### src/rtl/fp_mul_iter.sv
// fp_mul_iter: multi-cycle IEEE-754 binary floating-point multiplier.
// The significand product is built with radix-4 Booth recoding, one partial
// product per clock into a single accumulator. Rounding is round-to-nearest-even.
// Subnormal inputs are treated as zero (DAZ) and subnormal results are flushed
// to zero (FTZ).
//
// Optional feature macro: FP_MUL_ITER_FLAGS_EN
//   defined   -> out_flags carries {invalid, overflow, underflow, inexact}
//   undefined -> out_flags is tied to zero and no flag logic is built
//
// Ports:
//   clk        rising-edge clock
//   rst        synchronous reset, active-high
//   in_valid   operand pair valid
//   in_ready   block can accept operands (high only in IDLE)
//   in_a/in_b  operands {sign, exp, frac}
//   out_valid  result valid (held until out_ready)
//   out_ready  consumer accepts result
//   out_data   product {sign, exp, frac}
//   out_flags  {invalid, overflow, underflow, inexact}
module fp_mul_iter #(
    parameter int EXP_W = 8,
    parameter int MAN_W = 23
) (
    input  logic                 clk,
    input  logic                 rst,
    input  logic                 in_valid,
    output logic                 in_ready,
    input  logic [EXP_W+MAN_W:0] in_a,
    input  logic [EXP_W+MAN_W:0] in_b,
    output logic                 out_valid,
    input  logic                 out_ready,
    output logic [EXP_W+MAN_W:0] out_data,
    output logic [3:0]           out_flags
);
    localparam int SIG_W = MAN_W + 1;
    localparam int ITER  = (MAN_W + 3) / 2;
    localparam int ACC_W = 2 * SIG_W + 2;
    localparam int BX_W  = 2 * ITER + 1;
    localparam int CNT_W = $clog2(ITER + 1);
    localparam int DW    = EXP_W + MAN_W + 1;

    localparam logic [EXP_W+1:0] BIAS     = (EXP_W+2)'((1 << (EXP_W - 1)) - 1);
    localparam logic [EXP_W+1:0] EXP_MAX  = {2'b00, {EXP_W{1'b1}}};
    localparam logic [CNT_W-1:0] CNT_LAST = CNT_W'(ITER - 1);
    localparam logic [ACC_W-1:0] ACC_ONE  = {{(ACC_W-1){1'b0}}, 1'b1};

    localparam logic [1:0] S_IDLE = 2'd0;
    localparam logic [1:0] S_MUL  = 2'd1;
    localparam logic [1:0] S_NORM = 2'd2;
    localparam logic [1:0] S_DONE = 2'd3;

    // Operand field decode (combinational, consumed only on the accepting edge)
    logic [EXP_W-1:0] w_a_e, w_b_e;
    logic [MAN_W-1:0] w_a_f, w_b_f;
    logic             w_a_zero, w_a_inf, w_a_nan;
    logic             w_b_zero, w_b_inf, w_b_nan;
    logic             w_inf_x_zero, w_nan_out;
    logic [EXP_W+1:0] w_exp_raw;

    assign w_a_e        = in_a[DW-2:MAN_W];
    assign w_b_e        = in_b[DW-2:MAN_W];
    assign w_a_f        = in_a[MAN_W-1:0];
    assign w_b_f        = in_b[MAN_W-1:0];
    assign w_a_zero     = (w_a_e == {EXP_W{1'b0}});
    assign w_b_zero     = (w_b_e == {EXP_W{1'b0}});
    assign w_a_inf      = (w_a_e == {EXP_W{1'b1}}) && (w_a_f == {MAN_W{1'b0}});
    assign w_b_inf      = (w_b_e == {EXP_W{1'b1}}) && (w_b_f == {MAN_W{1'b0}});
    assign w_a_nan      = (w_a_e == {EXP_W{1'b1}}) && (w_a_f != {MAN_W{1'b0}});
    assign w_b_nan      = (w_b_e == {EXP_W{1'b1}}) && (w_b_f != {MAN_W{1'b0}});
    assign w_inf_x_zero = (w_a_inf & w_b_zero) | (w_b_inf & w_a_zero);
    assign w_nan_out    = w_a_nan | w_b_nan | w_inf_x_zero;
    // Two guard bits above the field keep the biased sum signed-safe.
    assign w_exp_raw    = {2'b00, w_a_e} + {2'b00, w_b_e} - BIAS;

`ifdef FP_MUL_ITER_FLAGS_EN
    logic w_invalid;
    // A NaN whose fraction MSB is clear is signalling.
    assign w_invalid = (w_a_nan & ~w_a_f[MAN_W-1]) | (w_b_nan & ~w_b_f[MAN_W-1]) | w_inf_x_zero;
    logic       r_invalid;
    logic [3:0] r_flags;
    logic [3:0] w_res_flags;
`endif

    logic [1:0]       r_state;
    logic [CNT_W-1:0] r_cnt;
    logic             r_sign, r_is_nan, r_is_inf, r_is_zero;
    logic [EXP_W+1:0] r_exp;
    logic [SIG_W-1:0] r_sig_a;
    logic [BX_W-1:0]  r_bx;
    logic [ACC_W-1:0] r_acc;
    logic             r_in_ready, r_out_valid;
    logic [DW-1:0]    r_out_data;

    // Booth partial-product selection from the top triplet of the multiplier
    logic [ACC_W-1:0] w_a1, w_a2, w_pp;
    assign w_a1 = {{(ACC_W-SIG_W){1'b0}}, r_sig_a};
    assign w_a2 = {w_a1[ACC_W-2:0], 1'b0};
    always_comb begin
        w_pp = {ACC_W{1'b0}};
        case (r_bx[BX_W-1 -: 3])
            3'b001, 3'b010: w_pp = w_a1;
            3'b011:         w_pp = w_a2;
            3'b100:         w_pp = ~w_a2 + ACC_ONE;
            3'b101, 3'b110: w_pp = ~w_a1 + ACC_ONE;
            default:        w_pp = {ACC_W{1'b0}};
        endcase
    end

    // Normalisation, RNE rounding and special-case resolution of the product
    logic             w_norm, w_guard, w_sticky, w_rnd_up, w_carry, w_ovf, w_unf;
    logic [SIG_W-1:0] w_mant;
    logic [SIG_W:0]   w_mant_r;
    logic [MAN_W-1:0] w_frac;
    logic [EXP_W+1:0] w_exp_f;
    logic [DW-1:0]    w_res_data;
    always_comb begin
        // The bits above 2*SIG_W-1 are always zero for an unsigned product.
        w_norm = |r_acc[ACC_W-1:2*SIG_W-1];
        if (w_norm) begin
            w_mant   = r_acc[2*SIG_W-1:SIG_W];
            w_guard  = r_acc[SIG_W-1];
            w_sticky = |r_acc[SIG_W-2:0];
        end else begin
            w_mant   = r_acc[2*SIG_W-2:SIG_W-1];
            w_guard  = r_acc[SIG_W-2];
            w_sticky = |r_acc[SIG_W-3:0];
        end
        w_rnd_up = w_guard & (w_sticky | w_mant[0]);
        w_mant_r = {1'b0, w_mant} + {{SIG_W{1'b0}}, w_rnd_up};
        w_carry  = w_mant_r[SIG_W];
        if (w_carry) begin
            w_frac = w_mant_r[MAN_W:1];
        end else begin
            w_frac = w_mant_r[MAN_W-1:0];
        end
        w_exp_f = r_exp + {{(EXP_W+1){1'b0}}, w_norm} + {{(EXP_W+1){1'b0}}, w_carry};
        w_ovf   = ~w_exp_f[EXP_W+1] & (w_exp_f >= EXP_MAX);
        w_unf   = w_exp_f[EXP_W+1] | (w_exp_f == {(EXP_W+2){1'b0}});
`ifdef FP_MUL_ITER_FLAGS_EN
        w_res_flags = 4'b0000;
`endif
        if (r_is_nan) begin
            w_res_data = {1'b0, {EXP_W{1'b1}}, 1'b1, {(MAN_W-1){1'b0}}};
`ifdef FP_MUL_ITER_FLAGS_EN
            w_res_flags = {r_invalid, 3'b000};
`endif
        end else if (r_is_inf) begin
            w_res_data = {r_sign, {EXP_W{1'b1}}, {MAN_W{1'b0}}};
        end else if (r_is_zero) begin
            w_res_data = {r_sign, {(EXP_W+MAN_W){1'b0}}};
        end else if (w_ovf) begin
            w_res_data = {r_sign, {EXP_W{1'b1}}, {MAN_W{1'b0}}};
`ifdef FP_MUL_ITER_FLAGS_EN
            w_res_flags = 4'b0101;
`endif
        end else if (w_unf) begin
            w_res_data = {r_sign, {(EXP_W+MAN_W){1'b0}}};
`ifdef FP_MUL_ITER_FLAGS_EN
            w_res_flags = 4'b0011;
`endif
        end else begin
            w_res_data = {r_sign, w_exp_f[EXP_W-1:0], w_frac};
`ifdef FP_MUL_ITER_FLAGS_EN
            w_res_flags = {3'b000, w_guard | w_sticky};
`endif
        end
    end

    // Control FSM, operand capture, Booth accumulation and output registers
    always_ff @(posedge clk) begin
        if (rst) begin
            r_state     <= S_IDLE;
            r_cnt       <= {CNT_W{1'b0}};
            r_sign      <= 1'b0;
            r_is_nan    <= 1'b0;
            r_is_inf    <= 1'b0;
            r_is_zero   <= 1'b0;
            r_exp       <= {(EXP_W+2){1'b0}};
            r_sig_a     <= {SIG_W{1'b0}};
            r_bx        <= {BX_W{1'b0}};
            r_acc       <= {ACC_W{1'b0}};
            r_in_ready  <= 1'b1;
            r_out_valid <= 1'b0;
            r_out_data  <= {DW{1'b0}};
`ifdef FP_MUL_ITER_FLAGS_EN
            r_invalid   <= 1'b0;
            r_flags     <= 4'b0000;
`endif
        end else begin
            case (r_state)
                S_IDLE: begin
                    if (in_valid && r_in_ready) begin
                        r_sign     <= in_a[DW-1] ^ in_b[DW-1];
                        r_exp      <= w_exp_raw;
                        r_is_nan   <= w_nan_out;
                        r_is_inf   <= w_a_inf | w_b_inf;
                        r_is_zero  <= w_a_zero | w_b_zero;
                        r_sig_a    <= {~w_a_zero, w_a_f};
                        // Multiplier zero-extended on top, implicit b[-1]=0 below.
                        r_bx       <= {{(BX_W-SIG_W-1){1'b0}}, ~w_b_zero, w_b_f, 1'b0};
                        r_acc      <= {ACC_W{1'b0}};
                        r_cnt      <= CNT_LAST;
                        r_in_ready <= 1'b0;
                        r_state    <= S_MUL;
`ifdef FP_MUL_ITER_FLAGS_EN
                        r_invalid  <= w_invalid;
`endif
                    end
                end
                S_MUL: begin
                    // MSB-first: left shifts wrap modulo 2^ACC_W, so negative
                    // intermediate sums resolve exactly in the final product.
                    r_acc <= {r_acc[ACC_W-3:0], 2'b00} + w_pp;
                    r_bx  <= {r_bx[BX_W-3:0], 2'b00};
                    if (r_cnt == {CNT_W{1'b0}}) begin
                        r_state <= S_NORM;
                    end else begin
                        r_cnt <= r_cnt - {{(CNT_W-1){1'b0}}, 1'b1};
                    end
                end
                S_NORM: begin
                    r_out_data <= w_res_data;
`ifdef FP_MUL_ITER_FLAGS_EN
                    r_flags    <= w_res_flags;
`endif
                    r_state    <= S_DONE;
                end
                S_DONE: begin
                    // out_valid rises one cycle into DONE; out_ready before that is ignored.
                    if (!r_out_valid) begin
                        r_out_valid <= 1'b1;
                    end else if (out_ready) begin
                        r_out_valid <= 1'b0;
                        r_in_ready  <= 1'b1;
                        r_state     <= S_IDLE;
                    end
                end
                default: begin
                    r_state     <= S_IDLE;
                    r_in_ready  <= 1'b1;
                    r_out_valid <= 1'b0;
                end
            endcase
        end
    end

    assign in_ready  = r_in_ready;
    assign out_valid = r_out_valid;
    assign out_data  = r_out_data;
`ifdef FP_MUL_ITER_FLAGS_EN
    assign out_flags = r_flags;
`else
    assign out_flags = 4'b0000;
`endif

endmodule

### config.mk
export PLATFORM = sky130hd
export DESIGN_NAME = fp_mul_iter
export DESIGN_NICKNAME = d
export VERILOG_FILES = /design/src/rtl/fp_mul_iter.sv
export SDC_FILE = /design/constraint.sdc
export NUM_CORES = 1
export LEC_CHECK = 0
export CORE_ASPECT_RATIO = 1.75
export CORE_UTILIZATION = 47
export CTS_CLUSTER_DIAMETER = 30
export DETAILED_ROUTE_END_ITERATION = 16
export GPL_TIMING_DRIVEN = 0
export PLACE_DENSITY = 0.78
export SKIP_LAST_GASP = 1
export SLEW_MARGIN = 20
export SYNTH_ARGS = -nofsm -noshare
export SYNTH_HDL_FRONTEND = slang
export SYNTH_SLANG_ARGS = --single-unit
### constraint.sdc
create_clock -name clk -period 5.05 [get_ports clk]
set_input_delay 1.01 -clock clk [delete_from_list [all_inputs] [get_ports clk]]
set_output_delay 1.01 -clock clk [all_outputs]
set_load 0.01 [all_outputs]
# After elaboration in Yosys (flattened, before gate mapping)
# Index checks and enable logic that the tools add are counted.
# op_classes
n_addsub	9
bitwise	17
mux	28
order_cmp	1
reduce_logical	26
n_eq_ne	16
# ops
operator	count
50-bit case mux with 4 select lines	1
31-bit two-way mux	4
50-bit by 1-bit adder with 50-bit output (second input constant)	2
50-bit case mux with 2 select lines	1
27-bit case mux with 2 select lines	1
50-bit adder	1
50-bit two-way mux	1
24-bit inverter with 50-bit output	1
25-bit inverter with 50-bit output	1
23-bit zero test	2
23-bit nonzero test	2
32-bit two-way mux	1
27-bit two-way mux	1
24-bit by 1-bit adder with 25-bit output	1
24-bit two-way mux	1
23-bit two-way mux	1
23-bit OR reduction	1
22-bit OR reduction	1
10-bit by 1-bit adder with 10-bit output	2
8-bit == test (second input constant)	2
8-bit zero test	2
10-bit by 8-bit >= comparator with 1-bit output (second input constant)	1
10-bit zero test	1
2-bit inequality test (second input constant)	5
27 further kinds	60
# word_totals
in_bits	68
out_inout_bits	38
ff_bits	155
word_cells	110

# Logic depth before layout (Yosys ltp)
# Gate-level depths: netlist of run 1.
# depth
ltp_word	13
mapped_depth	25

# Worst setup path before layout of run 1
# Ideal clock, no wire load.
# synth_path
path_type	register to register
from	reg r_sig_a[0]
to	reg r_acc[48]
t_required_ns	4.988
n_path_buf	1
setup_slack_ns	-0.214
arrival_time_ns	5.202
period_less_slack_ns	5.264
path_stages_with_launch	23
cell_sequence	dfxtp_1 inv_1 ha_1 or3b_2 nor3_1 nand3b_1 or4_1 clkbuf_1 or3_1 xnor2_1 nor2_1 a2111oi_0 a311oi_1 ha_1 nand4_1 nor4_1 o21ai_0 a21oi_1 o21ai_0 o21ai_0 a21oi_1 or4b_2 nand3_1
# synth_between
elab_chain_len	5
word_cells_on_any_way	7
cone_classes	3 x add/sub; 2 x mux; 2 x bitwise
# synth_rtl
item	line_no	source
from (decl)	89	logic [SIG_W-1:0] r_sig_a;
from (signal assigned)	180	r_sig_a <= {SIG_W{1'b0}};
from (signal assigned)	199	r_sig_a <= {~w_a_zero, w_a_f};
24-bit inverter with 50-bit output or 25-bit inverter with 50-bit output (tied branches)	105, 104	
50-bit by 1-bit adder with 50-bit output, on equally long branches	105, 104	
50-bit case mux with 4 select lines *	101	case (r_bx[BX_W-1 -: 3])
50-bit adder *	214	r_acc <= {r_acc[ACC_W-3:0], 2'b00} + w_pp;
50-bit case mux with 2 select lines *	191	case (r_state)
to (signal assigned)	182	r_acc <= {ACC_W{1'b0}};
to (signal assigned)	202	r_acc <= {ACC_W{1'b0}};
to (signal assigned)	214	
to (decl)	91	logic [ACC_W-1:0] r_acc;
# Mark *: on every way between the ends. The rest lies on a longest branch, timed or not.
# A chain may end at the register's enable or synchronous reset.

# Worst setup path after layout of run 1
# layout_path
from	reg r_sig_a[1]
to	reg r_acc[48]
# The elaborated chain is that of the path after synthesis.

==> reports/results.ini, run 1 <==
[clocking]
hold_buffers=0
cts.clk_slew.worst_paths_ns=0.07
clock_path_buffers=2
cts-htree-levels=4
clock_tree.root_cell=clkbuf_16
numCtsBuffers=17
cts_num_sinks=154
insertion_delay_ns=0.46
tritoncts=yes

[timing]
setup_viol=1
rsz0062_at_grt=yes
slew_headroom_pct=44.5
fin_ws_ns=-0.0783
fmax_mhz=195
worstMarginPinSlew_ns=0.825
setup-tns-final_ns=-0.0783
min_period_ns=5.13
report.final.slew_viol_count=0
period_share_pct=102
clock_skew_ns=0.0120
hold_violations=0

[routing]
wl_per_cell_um=19.4
via_count=12700
initialDrtViolationCount=988
drc=0
final_antenna_net_count=0
drt-pass1-iter-count=5
routed_wl_mm=39.5
avgViaCountPerCell=6.24

[grt]
grt_antenna_before_repair=0
grt_start_max_net_pins=17
grt_pass1_wl_mm=62.1
grt_pass1_vias=12700
grt_usage_pct=31.2
grt_overflow=0

[cells_and_area]
diodes=0
drive_gt1_share_pct=8.77
nets=1852
fin_area_mm2=0.0144
fin_cells=2033
area_growth_pct=22.2
fill_cells=2230

[power]
p_leak_nw=5.54
powerDensity_mw_per_mm2=382
vdd_drop_max_mv=0.326
finalPower_w=0.00548

[logic_synthesis]
synth-edff-count=0
synthDistinctLibCells=79
synth_ff_type=dfxtp_1
async_flop_share_pct=0
syn_avg_cell_area_um2=7.50
synth_seq_cells=154
netlist_instances=1566
synthesis.area_mm2=0.0117
yosysWarningCount=0
synth-seq-area-share_pct=26.2

[run]
cap_viol_max_count=0

[critical_path]
cp_max_fo=4
crit_path_end_kind=register
criticalPathCategory=register to register
arrival_ns=5.53
required_ns=5.46
start_kind=register

[place]
dpl.hpwl_mm=30.0
dpl_cell_area_mm2=0.0132
port_buffers=101
place_inst=1982
place_congestion=0.971

[outcome]
status=finished with violations
violations=negative setup slack

[die]
die_area_mm2=0.0257
fp.dieW_um=122
core-area_mm2=0.0245
rows=76
initial_core_util_pct=47.9
pin_count=106
die_y_um=211

[worst_hold_path]
hp-class=register to register

## report_power, final
part | internal [W] | switching [W] | leakage (nW) | total [W]
logic | 0.000927 | 0.00157 | 3.99 | 0.00250
registers | 0.00142 | 0.000200 | 1.25 | 0.00162
clock network | 0.000793 | 0.000569 | 0.301 | 0.00136
## registers in the layout, indices dropped and copies added (netlist names)
register   flops
r_state        2
r_sig_a       24
r_is_zero      1
r_is_nan       1
r_acc         50
out_data      32
out_valid      1
in_ready       1
r_exp         10
r_is_inf       1
r_bx          26
r_sign         1
r_cnt          4
## cells in the mapped netlist (8+ instances only)
| cell type | n | share of area (%) |
|---|---|---|
| a211oi_1 | 46 | 2.9 |
| a21o_1 | 31 | 2.0 |
| a21oi_1 | 132 | 5.6 |
| a221oi_1 | 9 | 0.67 |
| a22o_1 | 19 | 1.4 |
| a22oi_1 | 34 | 2.2 |
| a31oi_1 | 17 | 0.91 |
| a32o_1 | 21 | 1.8 |
| and2_1 | 15 | 0.80 |
| and3_1 | 12 | 0.64 |
| buf_1 | 8 | 0.26 |
| clkbuf_1 | 97 | 3.1 |
| dfxtp_1 | 154 | 26 |
| ha_1 | 72 | 7.7 |
| inv_1 | 29 | 0.93 |
| mux2i_1 | 31 | 2.6 |
| nand2_1 | 206 | 6.6 |
| nand2b_1 | 13 | 0.69 |
| nand3_1 | 29 | 1.2 |
| nand4_1 | 27 | 1.4 |
| nor2_1 | 161 | 5.1 |
| nor3_1 | 37 | 1.6 |
| nor4_1 | 23 | 1.2 |
| o211ai_1 | 8 | 0.51 |
| o21ai_0 | 86 | 3.7 |
| o21bai_1 | 16 | 1.0 |
| o22ai_1 | 8 | 0.43 |
| o31ai_1 | 11 | 0.70 |
| or3_1 | 10 | 0.53 |
| or4_1 | 9 | 0.58 |
| xnor2_1 | 48 | 3.6 |
| xor2_1 | 45 | 3.4 |
## per-layer routing
layer | part of all wire (%) | track usage (%)
met1 | 35 | 29.6
met2 | 52 | 57.2
met3 | 4.3 | 5.18
met4 | 8.1 | 26.4
met5 | 0 | 0
## worst max-delay path, cell delays in order, from the launching register on
cell and delay [ns]:
dfxtp_4 0.36, inv_4 0.05, ha_4 0.13, or3b_4 0.40, nor3_4 0.19, nand3b_1 0.15, or4_4 0.46, or3_4 0.38
xnor2_2 0.17, nor2_1 0.08, a2111oi_2 0.27, a311oi_2 0.12, ha_1 0.39, buf_4 0.12, nand4_1 0.16, buf_4 0.19
o2bb2ai_2 0.17, nor3_2 0.07, a21oi_2 0.24, o21ai_4 0.09, o21ai_2 0.20, a21oi_2 0.09, or4b_4 0.53, nand3_2 0.07
## cell type report
class,instances,area (µm²),share of cell area [%]
Buffer,106,460,3.21
Clock buffer,18,439,3.06
Clock inverter,12,163,1.13
Inverter,30,118,0.819
Multi-Input combinational cell,1271,8460,58.9
Sequential cell,154,3090,21.5
Tap cell,312,390,2.72
Timing Repair Buffer,130,1240,8.61
## kinds of logic (layout without fill, tap and decap cells)
| family | count (synthesis) | after routing | share of synthesized area, % |
|---|---|---|---|
| AO/OA/AOI/OAI | 496 | 496 | 28.4 |
| adder cells (fa/ha/maj) | 74 | 74 | 8.01 |
| buffers and inverters | 144 | 296 | 4.99 |
| multiplexers | 32 | 32 | 2.74 |
| flip-flops | 154 | 154 | 26.2 |
| AND/OR/NAND/NOR | 572 | 572 | 22.6 |
| XOR/XNOR | 93 | 93 | 6.93 |
| other | 1 | 4 | 0.0319 |
## cell usage in the layout, fill, tap and decap left out, types with 27 or more instances in the layout
cell type        Yosys  final
nand3_1             29     28
a21oi_1            132    123
nor3_1              37     29
clkbuf_1            97     83
ha_1                72     70
a211oi_1            46     45
o21ai_0             86     79
xor2_1              45     43
nand4_1             27     27
dfxtp_1            154    150
nor2_1             161    157
buf_4                4     32
mux2i_1             31     31
a22oi_1             34     32
a21o_1              31     31
nand2_1            206    203
xnor2_1             48     47
clkdlybuf4s50_1      0    101
## worst paths after layout
kind,start,endpoint,slack [ns],depth (start not counted)
setup / recovery,r_sig_a[1],r_acc[48],-0.08,23
hold / removal,out_data[30],out_data[30],0.48,2
hold reg to reg,out_data[30],out_data[30],0.48,2
setup reg to reg,r_sig_a[1],r_acc[48],-0.08,23
## through the flow
step	utilization, %	hold slack, ns	worst slack, ns
detailed placement	53.7	0.467	-1.21
global placement	53.7	0.461	-1.18
CTS	57.5	0.479	-0.0416
floorplan	-	0.449	-0.0651
global route	58.5	0.496	-0.282
finish	58.5	0.479	-0.0783
## what timing repair did
item                                   CTS  global route
pin swaps                               25            22
gates resized for setup                 55            48
endpoints found under the hold margin    0             0
gates cloned                             0             0
setup endpoints to repair               59            50
setup buffers                           19            10
No activity file was read; power rests on OpenSTA's default activity.
==> run 2: changes to the inputs <==
PLACE_DENSITY = 0.75   (was 0.78)
clock period = 5 ns   (was 5.05 ns; I/O delays follow)
==> run 2 against run 1 <==
The run still ends with negative setup slack left. Flip-flop and latch count did not move. Clock skew decreased by 0.0025 ns. Critical path depth is 1 lower. Sequential share of layout area is essentially flat. Cell count grew 0.39%. Highest routed layer unchanged.
==> reports/results.ini, run 2 (synthesized netlist as in run 1, its figures left out) <==
[cells_and_area]
area_growth_pct=22.3
drive_gt1_share_pct=9.49
largest_reg_flops=50
nets=1858
top_register=r_acc
final_common_cell=nand2_1
fill_cells=2304
diodes=0
final_cell_mix=nand2_1, nor2_1, dfxtp_1
post-route-util_pct=58.6

[clocking]
clock_tree.root_cell=clkbuf_16
cts_num_sinks=154
hold_buffers=0
numCtsBuffers=17
insertion_delay_ns=0.46
clock_path_buffers=2
cts-htree-levels=4
cts.clk_slew.worst_paths_ns=0.07
tritoncts=yes

[run]
cap_viol_max_count=0

[critical_path]
cpMaxStageDelayCell=or4_4
arrival_ns=5.47
path_buf_inv=1
crit_chain=or4_4, nor3_4, nand3b_1, or4_4, or3_4, nand2_4, xor2_2, nor2_1, a311oi_1, a21oi_1, ha_2, nand4_1, nor2_2, buf_4, nand3_2, a21o_1, a31oi_4, a31oi_4, o211a_1, nor3_2, xor2_1, a22o_1
cp_top_family=simple AND/OR/NAND/NOR gates
cp_max_fo=5
worstSetupStartpoint=r_sig_a[6]
criticalPathCategory=register to register
start_kind=register
slowest_delay_ns=0.55
crit_path_end_kind=register
r2r-start=r_sig_a[6]
required_ns=5.35

[power]
powerDensity_mw_per_mm2=377
finalPower_w=0.00542
vdd_drop_max_mv=0.318
p_leak_nw=5.53

[worst_hold_path]
hp-class=register to register
hold_start=out_data[0]

[routing]
final_antenna_net_count=0
routed_wl_mm=39.0
drt-pass1-iter-count=7
drc=0
via_count=12600
avgViaCountPerCell=6.16
initialDrtViolationCount=789
wl_per_cell_um=19.1

[timing]
report.final.slew_viol_count=0
hold_violations=0
min_period_ns=5.12
setup-tns-final_ns=-0.213
setup_viol=3
worstMarginPinSlew_ns=0.850
period_share_pct=102
fin_ws_ns=-0.118
rsz0062_at_grt=yes
clock_skew_ns=0.00953
fmax_mhz=195
slew_headroom_pct=43.1

[grt]
grt_antenna_before_repair=0
grt_pass1_wl_mm=61.0
grt_usage_pct=30.6
grt_pass1_vias=12300
grt_start_max_net_pins=17
grt_overflow=0

[die]
die_area_mm2=0.0257
fp.dieW_um=122
pin_count=106
die_y_um=211
rows=76
initial_core_util_pct=47.9
core-area_mm2=0.0245

[place]
place_congestion=0.948
dp_slack_ns=-1.14
port_buffers=101
dpl.hpwl_mm=30.0

[outcome]
violations=negative setup slack
status=finished with violations

==> run 2: worst paths after layout <==
check | endpoint | slack [ns] | cells past startpoint
hold / removal | out_data[0] | 0.48 | 1
hold reg to reg | out_data[0] | 0.48 | 1
setup / recovery | r_acc[47] | -0.12 | 22
setup reg to reg | r_acc[47] | -0.12 | 22
==> run 2: what timing repair did <==
| item | in CTS | in global routing |
|---|---|---|
| buffers inserted | 19 | 18 |
| setup endpoints to repair | 58 | 54 |
| resized for setup | 56 | 53 |
| pin swaps | 30 | 28 |
==> run 2: worst register-to-register path, stage by stage (launching register included) <==
cell and delay [ns]:
dfxtp_4 0.36, or4_4 0.55, nor3_4 0.21, nand3b_1 0.13, or4_4 0.46, or3_4 0.36, nand2_4 0.08, xor2_2 0.15
nor2_1 0.05, a311oi_1 0.27, a21oi_1 0.11, ha_2 0.44, nand4_1 0.18, nor2_2 0.20, buf_4 0.14, nand3_2 0.06
a21o_1 0.21, a31oi_4 0.26, a31oi_4 0.15, o211a_1 0.24, nor3_2 0.14, xor2_1 0.09, a22o_1 0.17
==> run 2: routing by layer <==
metal	global-route usage (%)	vias to the layer above	share of wire, %
met5	0	-	0
met3	3.78	152	3.6
met4	23.8	0	7.4
li1	-	6064	-
met1	30.4	5911	36
met2	56.5	440	53
==> run 2: final cells by class <==
class,count,area (µm²),area share (%)
Multi-Input combinational cell,1271,8450,58.8
Timing Repair Buffer,136,1280,8.92
Clock buffer,18,439,3.06
Inverter,30,115,0.801
Buffer,106,462,3.21
Sequential cell,154,3100,21.6
Tap cell,312,390,2.72
Clock inverter,14,131,0.914
==> run 2: stage by stage <==
step / instance area (µm²) / hold WS (ns) / instances
floorplan: 11800 / 0.449 / 1569
global placement: 13200 / 0.454 / 1982
detailed placement: 13200 / 0.463 / 1982
CTS: 14100 / 0.479 / 2027
global route: 14400 / 0.508 / 2041
finish: 14400 / 0.480 / 2041
==> run 2: report_power, final <==
group / total (W) / internal, W / switching, W
Combinational: 0.00250 / 0.000938 / 0.00157
Clock: 0.00128 / 0.000667 / 0.000613
Sequential: 0.00163 / 0.00144 / 0.000197
Total: 0.00542 / 0.00304 / 0.00238
==> run 3: changes to the inputs <==
SETUP_SLACK_MARGIN = 0.02   (was default)
==> run 3 against run 2 <==
Global-route usage is 0.86 points higher. Cell count stayed put. Critical path type unchanged. Critical path depth is 1 higher. First-iteration DRC count is 12% higher. Power is 2.8% higher. Combinational power is 2% higher. Non-clock buffer count is 1 higher. Flip-flop and latch count stayed put. Highest routed layer unchanged. Clock skew is 0.0019 ns higher. Utilization is 0.49 points higher. Register-to-register slack worse by 0.05 ns. Clock power is 8% higher. The run still ends with negative setup slack left.
==> reports/results.ini, run 3 (synthesized netlist as in run 1, its figures left out) <==
[critical_path]
crit_chain=inv_4, ha_4, or3b_4, nor3_4, nand3b_1, or4_4, or3_4, nand2_4, xor2_2, nor2_1, a311oi_1, a21oi_1, ha_1, buf_6, nand4_1, nor4_2, o21ai_2, a21oi_4, o21ai_4, o21ai_2, a21oi_2, or4b_4, nand3_2
critPathMostFrequentCell=o21ai_2
path_buf_inv=2
cp_max_fo=3
cpMaxStageDelayCell=or4b_4
arrival_ns=5.58
slowest_delay_ns=0.54
required_ns=5.41
cp_top_family=simple AND/OR/NAND/NOR gates
criticalPathCategory=register to register
crit_path_end_kind=register
start_kind=register

[die]
die_area_mm2=0.0257
die_y_um=211
core-area_mm2=0.0245
rows=76
pin_count=106
initial_core_util_pct=47.9
fp.dieW_um=122

[timing]
min_period_ns=5.17
worstMarginPinSlew_ns=0.839
clock_skew_ns=0.0114
hold_violations=0
setup_viol=5
slew_headroom_pct=43.5
fin_ws_ns=-0.165
report.final.slew_viol_count=0
rsz0062_at_grt=yes
period_share_pct=103
hold_ws_ns=0.476
fmax_mhz=194

[clocking]
clock_path_buffers=2
cts-htree-levels=4
numCtsBuffers=17
clock_tree.root_cell=clkbuf_16
hold_buffers=0
insertion_delay_ns=0.47
tritoncts=yes
cts_num_sinks=154
cts.clk_slew.worst_paths_ns=0.07

[routing]
wl_met2_mm=20.7
drt-pass1-iter-count=6
top_layer=met4
final_antenna_net_count=0
wl_per_cell_um=19.5
avgViaCountPerCell=6.23
dr_wl_met3_mm=1.78
initialDrtViolationCount=886
via_count=12700
drc=0
wl_met1_mm=14.0
routed_wl_mm=39.7

[cells_and_area]
area_growth_pct=23.3
fin_area_mm2=0.0145
regArea_mm2=0.00309
final_common_cell=nand2_1
nets=1859
top_register=r_acc
final_cell_mix=nand2_1, nor2_1, dfxtp_1
fill_cells=2228
largest_reg_flops=50
post-route-util_pct=59.1
multiInputGateArea_mm2=0.00853
diodes=0
drive_gt1_share_pct=9.54

[place]
dp_slack_ns=-1.12
place_congestion=0.947
dpl_cell_area_mm2=0.0132
dpl.hpwl_mm=30.2
port_buffers=101

[grt]
grt_pass1_wl_mm=62.8
grt_pass1_vias=12500
grt_usage_pct=31.5
grt_overflow=0
grt_start_max_net_pins=23
grt_antenna_before_repair=0

[power]
powerDensity_mw_per_mm2=384
finalPower_w=0.00557
clockPowerShare_pct=24.8
swShare_pct=42.7
internal_power_w=0.00319
power_frac_comb_pct=45.9
vdd_drop_max_mv=0.375
pwr-share-seq_pct=29.4
p_leak_nw=5.58
power.switching_w=0.00238

[outcome]
status=finished with violations
violations=negative setup slack

[run]
cap_viol_max_count=0

[worst_hold_path]
hp-class=register to register

run 3: changes by cell type in the layout (fill, tap and decap cells not counted), sizes merged:
cell / delta
bufinv: +3
clkinvlp: -5
clkinv: +2
clkbuf: +1
buf: +2
inv: -3
run 3: area by class of cell:
type / instances / share of cell area, %
multi-input combinational: 1271 / 58.8
sequential: 154 / 21.3
timing repair buffer: 139 / 9.08
buffer: 104 / 3.12
clock buffer: 20 / 3.01
tap: 312 / 2.69
clock inverter: 11 / 1.12
inverter: 30 / 0.803
run 3: power by group through the flow:
stage / combinational, W / clock (W) / sequential (W)
after floorplan: 0.00165 / 0 / 0.00159
after detailed placement: 0.00232 / 0 / 0.00164
final: 0.00255 / 0.00138 / 0.00163
after global routing: 0.00280 / 0.00142 / 0.00165
after CTS: 0.00247 / 0.00137 / 0.00162
after global placement: 0.00228 / 0 / 0.00163
run 3: what timing repair did:
| action | 4_1_cts | 5_1_grt |
|---|---|---|
| resized for setup | 61 | 62 |
| pin swaps | 30 | 35 |
| setup buffers | 26 | 13 |
| setup endpoints to repair | 56 | 55 |
run 3: worst paths after layout:
| check | from | end | slack, ns | cells past startpoint |
|---|---|---|---|---|
| worst max-delay path | r_sig_a[1] | r_acc[48] | -0.17 | 23 |
| worst min-delay path | out_data[17] | out_data[17] | 0.48 | 1 |
| worst max register to register | r_sig_a[1] | r_acc[48] | -0.17 | 23 |
| worst min register to register | out_data[17] | out_data[17] | 0.48 | 1 |
run 3: metrics by stage:
stage	instances	setup TNS, ns
after floorplan	1569	0
after global placement	1982	-34.96
after detailed placement	1982	-37.44
after CTS	2032	-0.305
after global routing	2041	-3.38
final	2041	-0.536
run 3: routing by layer:
layer / vias up / track usage (%)
met5: - / 0
met4: 0 / 25.5
met3: 185 / 4.86
met2: 487 / 57.3
met1: 5981 / 31.0
li1: 6055 / -
